$ cat src/rtl/fetch_pc_unit.sv
// fetch_pc_unit: multi-cycle instruction fetch and program-counter stage of
// the KGP-RISC core.
//
// Fetches the instruction at pc over a req/ack handshake, holds it in the
// instruction register until the datapath commits, then advances pc using
// the ControlUnit's branch/jump decisions and the ALU flags.
//
// Ports:
//   clk, rst              clock, synchronous active-high reset
//   imem_req/imem_addr    fetch request (held until ack) and address (= pc)
//   imem_rdata/imem_ack   instruction word and accept/data-valid strobe
//   instr, opcode, fn     instruction register and its decoded fields
//   instr_valid           instr holds a fetched, uncommitted instruction
//   commit                datapath done with instr; control inputs sampled
//   branch, brnoeq, gotoreg, onlygoto, call, flag_sel
//                         ControlUnit outputs
//   flags                 {overflow, sign, carry, zero} from the ALU
//   reg_target            register value for gotoreg (ret / jump-register)
//   pc                    current program counter
//   link_addr, link_we    return address captured on call, one-cycle write
//   retired               committed-instruction counter
module fetch_pc_unit #(
  parameter int unsigned       ADDR_W   = 32,
  parameter logic [ADDR_W-1:0] RESET_PC = '0
) (
  input  logic              clk,
  input  logic              rst,
  output logic              imem_req,
  output logic [ADDR_W-1:0] imem_addr,
  input  logic [31:0]       imem_rdata,
  input  logic              imem_ack,
  output logic [31:0]       instr,
  output logic [5:0]        opcode,
  output logic [5:0]        fn,
  output logic              instr_valid,
  input  logic              commit,
  input  logic              branch,
  input  logic              brnoeq,
  input  logic              gotoreg,
  input  logic              onlygoto,
  input  logic              call,
  input  logic [1:0]        flag_sel,
  input  logic [3:0]        flags,
  input  logic [ADDR_W-1:0] reg_target,
  output logic [ADDR_W-1:0] pc,
  output logic [ADDR_W-1:0] link_addr,
  output logic              link_we,
  output logic [31:0]       retired
);

  typedef enum logic [1:0] {
    IDLE,
    REQ,
    HOLD
  } state_t;

  state_t state;

  logic [ADDR_W-1:0] seq_pc;
  logic [ADDR_W-1:0] jump_off;
  logic [ADDR_W-1:0] branch_off;
  logic [ADDR_W-1:0] next_pc;
  logic              flag_hit;

  assign imem_addr = pc;
  assign opcode    = instr[31:26];
  assign fn        = instr[5:0];

  // Next-PC selection. brnoeq is only considered when branch is clear so that
  // branch takes priority when the ControlUnit asserts both.
  always_comb begin
    seq_pc     = pc + ADDR_W'(4);
    jump_off   = {{(ADDR_W-26){instr[25]}}, instr[25:0]} << 2;
    branch_off = {{(ADDR_W-16){instr[15]}}, instr[15:0]} << 2;
    flag_hit   = flags[flag_sel];
    next_pc    = seq_pc;
    if (gotoreg) begin
      next_pc = reg_target & ~ADDR_W'(3);
    end else if (onlygoto || call) begin
      next_pc = seq_pc + jump_off;
    end else if (branch) begin
      if (flag_hit) next_pc = seq_pc + branch_off;
    end else if (brnoeq && !flag_hit) begin
      next_pc = seq_pc + branch_off;
    end
  end

  always_ff @(posedge clk) begin
    if (rst) begin
      state       <= IDLE;
      pc          <= RESET_PC;
      instr       <= '0;
      link_addr   <= '0;
      retired     <= '0;
      imem_req    <= 1'b0;
      instr_valid <= 1'b0;
      link_we     <= 1'b0;
    end else begin
      link_we <= 1'b0;
      unique case (state)
        IDLE: begin
          state    <= REQ;
          imem_req <= 1'b1;
        end
        REQ: begin
          if (imem_ack) begin
            instr       <= imem_rdata;
            imem_req    <= 1'b0;
            instr_valid <= 1'b1;
            state       <= HOLD;
          end
        end
        HOLD: begin
          if (commit) begin
            pc          <= next_pc;
            retired     <= retired + 32'd1;
            instr_valid <= 1'b0;
            imem_req    <= 1'b1;
            state       <= REQ;
            if (call) begin
              link_addr <= seq_pc;
              link_we   <= 1'b1;
            end
          end
        end
        default: begin
          state       <= IDLE;
          imem_req    <= 1'b0;
          instr_valid <= 1'b0;
        end
      endcase
    end
  end

endmodule

$ cat config.mk
export PLATFORM = sky130hd
export DESIGN_NAME = fetch_pc_unit
export DESIGN_NICKNAME = d
export VERILOG_FILES = /design/src/rtl/fetch_pc_unit.sv
export SDC_FILE = /design/constraint.sdc
export NUM_CORES = 1
export LEC_CHECK = 0
export CORE_ASPECT_RATIO = 1.75
export CORE_UTILIZATION = 45
export DETAILED_ROUTE_END_ITERATION = 10
export GPL_ROUTABILITY_DRIVEN = 0
export PLACE_DENSITY_LB_ADDON = 0.05
export SETUP_SLACK_MARGIN = 0.3
export SLEW_MARGIN = 20
export SYNTH_ARGS = -nofsm -noshare
export SYNTH_HDL_FRONTEND = slang
export SYNTH_SLANG_ARGS = --single-unit
$ cat constraint.sdc
create_clock -name clk -period 11 [get_ports clk]
set_input_delay 1.1 -clock clk [delete_from_list [all_inputs] [get_ports clk]]
set_output_delay 1.1 -clock clk [all_outputs]
set_load 0.1 [all_outputs]
# Word level (Yosys, flattened, before mapping)
# Index checks and enable logic that the tools add are counted.
[totals] ff_bits=133 output_inout_bits=175 word_cells=47 in_bits=79
[op_classes] n_bitwise=3 n_mux=17 n_lt_le_gt_ge=1 n_reduce_logical=10 n_eq_ne=4 add_sub_neg=4
[op_table] cell="two-way mux 32 bit" count=5
[op_table] cell="adder 32 bit" count=2
[op_table] cell="adder 32 x 1 -> 32 bit, second input constant" count=1
[op_table] cell="adder 32 x 3 -> 32 bit, second input constant" count=1
[op_table] cell="two-way mux 1 bit" count=6
[op_table] cell="case mux 1 bit (3 select lines)" count=2
[op_table] cell="case mux 2 bit (3 select lines)" count=1
[op_table] cell="AND reduction 2 bit" count=3
[op_table] cell="AND reduction 3 bit" count=2
[op_table] cell="two-way mux 2 bit" count=2
[op_table] cell="!= test 2 bit, second input constant" count=2
[op_table] cell="less-than comparator 2 x 3 -> 1 bit, second input constant" count=1
[op_table] cell="inverter 1 bit" count=3
[op_table] cell="OR reduction 3 bit" count=1
[op_table] cell="binary-select mux 1 bit (select 2 bit)" count=1
[op_table] cell="equality test 2 x 1 -> 1 bit, second input constant" count=1
[op_table] cell="equality test 2 bit, second input constant" count=1
[op_table] cell="logical NOT 2 bit" count=1
[op_table] cell="logical AND 1 bit" count=1
[op_table] cell="logical NOT 1 bit" count=1
[op_table] cell="logical OR 1 bit" count=1

# Logic depth before layout (Yosys ltp)
[depth] ltp_word=8 ltp_mapped=19 ltp_nobuf=18

# Worst setup path after synthesis
# OpenSTA, ideal clock, no wires.
[synth_timing] path_type="register to register" startpoint="register pc[2], in the netlist imem_addr[2]" endpoint="register pc[31], in the netlist imem_addr[31]" setup_time_ns=0.133 path_buffers=1 t_arrival_ns=4.478 period_less_slack_ns=4.611 stages_incl_launch_ff=19 path_slack_ns=6.389 path_cell_list="dfxtp_1 ha_1 and3_1 buf_2 and3_1 and3_1 nand3_1 xnor2_1 ha_1 a21o_1 a21o_1 a21oi_1 inv_1 a2111oi_0 o211ai_1 a21o_1 and3_1 a31oi_1 nor4b_2"
[synth_between] elab_chain_len=6
[synth_lines] element="from (decl)" line="45" source="output logic [ADDR_W-1:0] pc,"
[synth_lines] element="from (signal assigned)" line="115" source="pc <= next_pc;"
[synth_lines] element="adder 32 x 3 -> 32 bit *" line="72" source="seq_pc = pc + ADDR_W'(4);"
[synth_lines] element="via seq_pc[28]" line="59" source="logic [ADDR_W-1:0] seq_pc;"
[synth_lines] element="adder 32 bit" line="82, 84"
[synth_lines] element="two-way mux 32 bit, on equally long branches" line="83, 82"
[synth_lines] element="two-way mux 32 bit" line="81" source="end else if (branch) begin"
[synth_lines] element="two-way mux 32 bit *" line="79" source="end else if (onlygoto || call) begin"
[synth_lines] element="two-way mux 32 bit *" line="77" source="if (gotoreg) begin"
# The timed path passes the listed nets; every way through them passes the cells marked *.
# A chain may end at the register's enable or synchronous reset.

# Worst setup path in the final report
# Ends and elaborated chain as after synthesis.

==> impl_metrics.csv <==
group,metric,value,unit
outcome,status,"completed",
placed_design,dpl.hpwl,20360,um
critical_path,cp.arrival,5.14,ns
clock_network,cts.clk_slew.worst_paths,0.06,ns
timing,finalCriticalPeriod,4.846,ns
clock_network,cts_setup_buffers,0,
power_and_ir_drop,power_leakage,0.004595,uW
clock_network,htreeDepth,4,
floorplanning,core,18660,sq um
final_layout,areaGrowthSynthToFinish,33.25,%
timing,max_freq,0.2064,GHz
clock_network,cts-buffers-inserted,17,
logic_synthesis,synth.avg_cell_area,7.677,sq um
power_and_ir_drop,seqPwrFrac,36.3,%
floorplanning,io_pins,254,
grt,grt_max_degree,66,
power_and_ir_drop,swShare,33.29,%
clock_network,cts_root_buf,"clkbuf_16",
logic_synthesis,yosys_warnings,0,
route,wirelength,27090,um
critical_path,critPathLaunchType,"flip-flop",
logic_synthesis,yosysMostFrequentCell,"nor2_1",
clock_network,hold_buffers,0,
clock_network,cts_sinks,128,
logic_synthesis,yosysTopAreaCell,"dfxtp_1",
critical_path,r2r_start,"imem_addr[2]",
critical_path,reg2regPathDepth,17,
floorplanning,die_x,106.5,um
timing,rsz0062_at_grt,"false",
logic_synthesis,synth-seq-area-share,29.80,%
power_and_ir_drop,p_per_area,117.3,nW/um^2
final_layout,drive_above_1_share,4.893,%
grt,overflow,0,
job,max_cap_violations,0,
logic_synthesis,synth_edf_count,0,
grt,grt_pass1_wl,41590,um
critical_path,cp_max_fo,10,
logic_synthesis,syn_area,8598,sq um
power_and_ir_drop,p_int,896.9,uW
critical_path,critical_path.startpoint,"imem_addr[2]",
logic_synthesis,ys_ff_latch,128,
power_and_ir_drop,ir_drop,0.00008077,V
clock_network,clk_latency,0.43,ns
clock_network,ctsResizeCount,0,
final_layout,nFillCells,1767,
critical_path,end_kind,"flip-flop",
worst_hold_path,hold_path_class,"flip-flop to flip-flop",
floorplanning,start_util,46.07,%
timing,setup_viol,0,
clock_network,clock_path_buffers,2,
grt,first_global_vias,8159,
timing,final.period_utilization,44.05,%
floorplanning,core.rowCount,66,
route,drtIter0Drc,374,
timing,setup_tns,0,ns
clock_network,tritoncts,"built",
route,avgRoutedWirePerCell,17.51,um
power_and_ir_drop,p_total,1344,uW
floorplanning,fp.dieArea,19690,sq um
logic_synthesis,syn_inst,1120,
logic_synthesis,synthTopCellsByArea,"dfxtp_1, ha_1, a21oi_1",
timing,slew-limit-headroom,29.75,%
power_and_ir_drop,combPwrFrac,20.3,%
logic_synthesis,synth_top_area_share,29.80,%
route,drcViolationCount,0,
logic_synthesis,ys_types,69,
timing,final.setup_skew,0.008946,ns
power_and_ir_drop,power_frac_clock,43.5,%
critical_path,worstPathRequired,11.29,ns
floorplanning,die_h,184.9,um
route,vias,8501,
final_layout,num-nets-final,1422,
timing,slew_viol_final,0,
route,via_per_inst,5.495,
critical_path,criticalPathCategory,"flip-flop to flip-flop",
critical_path,endpoint,"imem_addr[31]",
final_layout,post-route-util,61.39,%
timing,worst_pin_slew,1.050,ns
timing,hold_violations,0,
logic_synthesis,async_flop_share,0,%
route,drtAntennaViolNets,0,
grt,grtUsageTotal,27.41,%
route,first_pass_iters,4,
grt,antenna_found_initial,1,
critical_path,regToRegSetupSlack,6.15,ns
power_and_ir_drop,p_switching,447.6,uW
critical_path,r2r_end,"imem_addr[31]",
placed_design,port_buffers,245,
timing,hold_slack,0.4740,ns
logic_synthesis,ys.flop_type,"dfxtp_1",
logic_synthesis,synth_common_cells,"nor2_1, nand2_1, dfxtp_1",
## kinds of logic (layout without fill, tap and decap cells)
family / count (synthesis) / count (layout) / share of synthesized area, %
compound gates: 282 / 282 / 21.58
flops: 128 / 128 / 29.80
mux: 8 / 8 / 1.077
fa+ha+maj: 48 / 48 / 7.072
xor+xnor: 91 / 91 / 9.269
buf+inv: 137 / 320 / 8.149
simple gates: 425 / 425 / 23.01
other cells: 1 / 7 / 0.04361
## power groups by stage
stage | Combinational (uW) | Clock (uW) | Sequential [uW]
finish | 273 | 584 | 488
global route | 287 | 618 | 489
CTS | 273 | 591 | 488
detailed placement | 272 | 0 | 498
global placement | 271 | 0 | 498
floorplan | 127 | 0 | 568
## worst min path at each step
stage              endpoint  cells past startpoint         start  slack (ns)
2_1_floorplan      state[1]                      2      state[1]        0.49
3_3_place_gp   link_addr[3]                      2  link_addr[3]        0.45
3_5_place_dp   link_addr[3]                      2  link_addr[3]        0.47
4_1_cts           instr[30]                      2     instr[30]        0.47
5_1_grt           instr[29]                      2     instr[29]        0.49
6_report          instr[30]                      2     instr[30]        0.47
## layout by cell type, fill, tap and decap left out, drive strengths merged, types with 27 or more instances in the layout
| master | count |
|---|---|
| xnor2 | 44 |
| xor2 | 47 |
| dfxtp | 128 |
| nand2 | 133 |
| nor3 | 27 |
| ha | 47 |
| a21oi | 114 |
| o21ai | 46 |
| nand3 | 30 |
| clkdlybuf4s50 | 243 |
| nor2 | 134 |
| a211oi | 33 |
| inv | 43 |
## critical path: stages, from the launching register on
cell and delay, ns:
dfxtp_1 0.54, ha_1 0.27, and3_1 0.29, and3_1 0.32, and3_1 0.27, nand3_1 0.11, xnor2_1 0.59, ha_1 0.43
a21o_1 0.20, a21o_1 0.17, a21oi_1 0.19, inv_1 0.05, a2111oi_0 0.39, o211ai_1 0.19, a21o_1 0.19, and3_1 0.22
a31oi_1 0.22, nor4b_2 0.06
## registers in the layout, indices dropped and copies added, names as in the netlist
name and flops:
instr 32, retired 32, imem_addr 30, link_addr 30, state 2, instr_valid 1, link_we 1
## per-layer routing
metal | track usage [%] | part of all wire [%]
met1 | 27.64 | 38
met2 | 51.12 | 52
met3 | 5.313 | 4.6
met4 | 16.88 | 5.5
met5 | 0 | 0
## metrics by stage
step | setup WS, ns | cell area (sq um) | cells
after floorplan | 6.389 | 8617 | 1125
after global placement | 6.335 | 10850 | 1514
after detailed placement | 6.285 | 10850 | 1514
after CTS | 6.235 | 11450 | 1546
after global routing | 5.837 | 11460 | 1547
final | 6.154 | 11460 | 1547
## area by class of cell
class / count / area [sq um] / area share, %
antenna: 1 / 2.502 / 0.02184
clock buffer: 17 / 425.4 / 3.713
clock inverter: 15 / 173.9 / 1.518
inverter: 35 / 131.4 / 1.147
multi-input combinational: 860 / 5359 / 46.77
sequential: 128 / 2562 / 22.37
tap: 238 / 297.8 / 2.599
timing repair buffer: 253 / 2505 / 21.86
No activity file was read; power rests on OpenSTA's default activity.
==> RTL change, RTL diff (config.mk and constraints unchanged) <==
`ADDR_W`: 32 -> 28.
--- a/src/rtl/fetch_pc_unit.sv
+++ b/src/rtl/fetch_pc_unit.sv
@@ -20,7 +20,7 @@
 //   link_addr, link_we    return address captured on call, one-cycle write
 //   retired               committed-instruction counter
 module fetch_pc_unit #(
-  parameter int unsigned       ADDR_W   = 32,
+  parameter int unsigned       ADDR_W   = 28,
   parameter logic [ADDR_W-1:0] RESET_PC = '0
 ) (
   input  logic              clk,
Ports: changed (resized imem_addr, link_addr, pc and reg_target); port bits go from 254 to 238. The function was not compared with the original's and may differ.
==> RTL change against the unedited design <==
Worst setup slack improved by 0.12 ns. Total power fell by 7.5%. Synthesized area is 12% lower. Sequential cell count shrank 8. Synthesized cell count is 12% lower. Design area down 11%. Wire length fell by 13%.
==> RTL change: results (changes against the unedited design) <==
[yosys]
synthArstFlopShare_pct=0  ; unchanged
synth_common_cells=nor2_1 (132), nand2_1 (121), dfxtp_1 (120), a21oi_1 (97), buf_4 (45)
ys.flop_type=dfxtp_1
synth_cell_types=69  ; unchanged
yosys_warnings=0  ; unchanged
seq_area_frac_synth_pct=31.6  ; +1.8 points
ys_top_cells_by_area=dfxtp_1 (32%), nor2_1 (6.5%), a21oi_1 (6.4%)

[route]
viasPerCell=5.48  ; -0.21%
firstDrtPassIters=5  ; +1
avgRoutedWirePerCell_um=17.0  ; -2.9%
drtIter0Drc=262  ; -30%

[clocking]
cts-root-buf=clkbuf_16
post_cts_buffers=0  ; unchanged
ctsResizeCount=0  ; unchanged
path_clk_slew_ns=0.06  ; about the same
cts_buffers=17  ; unchanged
h-tree-depth=4  ; unchanged
cts.path.max_buffers=2  ; unchanged
clk_latency_ns=0.41  ; -0.02 ns

[setup_path]
worst-path-max-fanout=9  ; -1
slowest_stage=a2111oi_0
critPathMaxStageDelay_ns=0.52  ; -0.07 ns
cp.arrival_ns=5.05  ; -0.09 ns

[place]
dp_hpwl_mm=17.6  ; -14%
io_buffer_count=229  ; -6.5%

[global_routing]
grt_pass1_vias=7244  ; -11%
grt_util_met2_pct=51.1  ; about the same
met1_usage_pct=25.8  ; -1.9 points
grt_max_degree=63  ; -4.5%
grt_pass1_wl_mm=36.5  ; -12%
grt_use_met3_pct=4.91  ; -0.41 points
antenna_found_initial=1  ; unchanged
track_usage_pct=26.9  ; -0.55 points

[power]
irDropWorstVdd_mv=0.0820  ; +1.5%
p_leak_nw=4.07  ; -12%

[final_layout]
layout_top_registers=instr (32), retired (32)
nNetsFinal=1262  ; -11%
drive_above_1_share_pct=4.73  ; -0.16 points

[status]
status=finished clean

[sta]
finClkSkew_ns=0.00984  ; +0.000893 ns
maxSlewHeadroom_pct=31.9  ; +2.2 points

[worst_hold_path]
hp-class=register to register

==> RTL change: kinds of logic after synthesis <==
logic type / synth area share (%)
and+or+nand+nor: 22.8
AOI/OAI and AO/OA: 20.2
DFF: 31.6
buffers and inverters: 8.50
xor gates and xnor gates: 8.87
adders and majority gates: 6.35
muxes: 1.61
other: 0.0493
==> RTL change: area by class of cell <==
class                      instances  area [um^2]
clock inverter                    14          125
multi-input combinational        752         4580
inverter                          23         86.3
tap                              224          280
sequential                       120         2400
timing repair buffer             235         2330
clock buffer                      18          439
antenna                            1         2.50
fill                            1568         6200
==> RTL change: layer usage <==
metal | vias up | wire length (um)
li1 | 3718 | -
met1 | 3572 | 8270
met2 | 241 | 12900
met3 | 75 | 1110
met4 | 0 | 1360
met5 | - | 0
==> RTL change: worst max-delay path, delay by kind of cell, from the launching register on <==
kind	cells	cell delay, ns
flops	1	0.48
compound gates	7	2.07
fa+ha+maj	2	0.57
buf+inv	1	0.08
xor+xnor	2	0.61
simple gates	4	0.80
==> RTL change: path summary, 6_finish.rpt <==
path / endpoint / from / slack, ns / depth (start not counted)
max: imem_addr[26] / imem_addr[2] / 6.28 / 16
min: link_addr[3] / link_addr[3] / 0.46 / 2
max reg2reg: imem_addr[26] / imem_addr[2] / 6.28 / 16
min reg2reg: link_addr[3] / link_addr[3] / 0.46 / 2
==> RTL change: through the flow <==
stage	cells	area, um^2	worst slack [ns]	hold WS, ns	utilization [%]
floorplan	990	7620	6.24	0.491	-
global placement	1354	9680	6.32	0.448	58.9
detailed placement	1354	9680	6.32	0.450	58.9
CTS	1386	10200	6.33	0.459	62.3
global route	1387	10200	5.92	0.486	62.3
finish	1387	10200	6.28	0.456	62.3
==> RTL change: where the power goes <==
group / switching (mW) / internal (mW)
Clock: 0.218 / 0.317
Combinational: 0.177 / 0.0741
Sequential: 0.0122 / 0.445
Total: 0.408 / 0.836
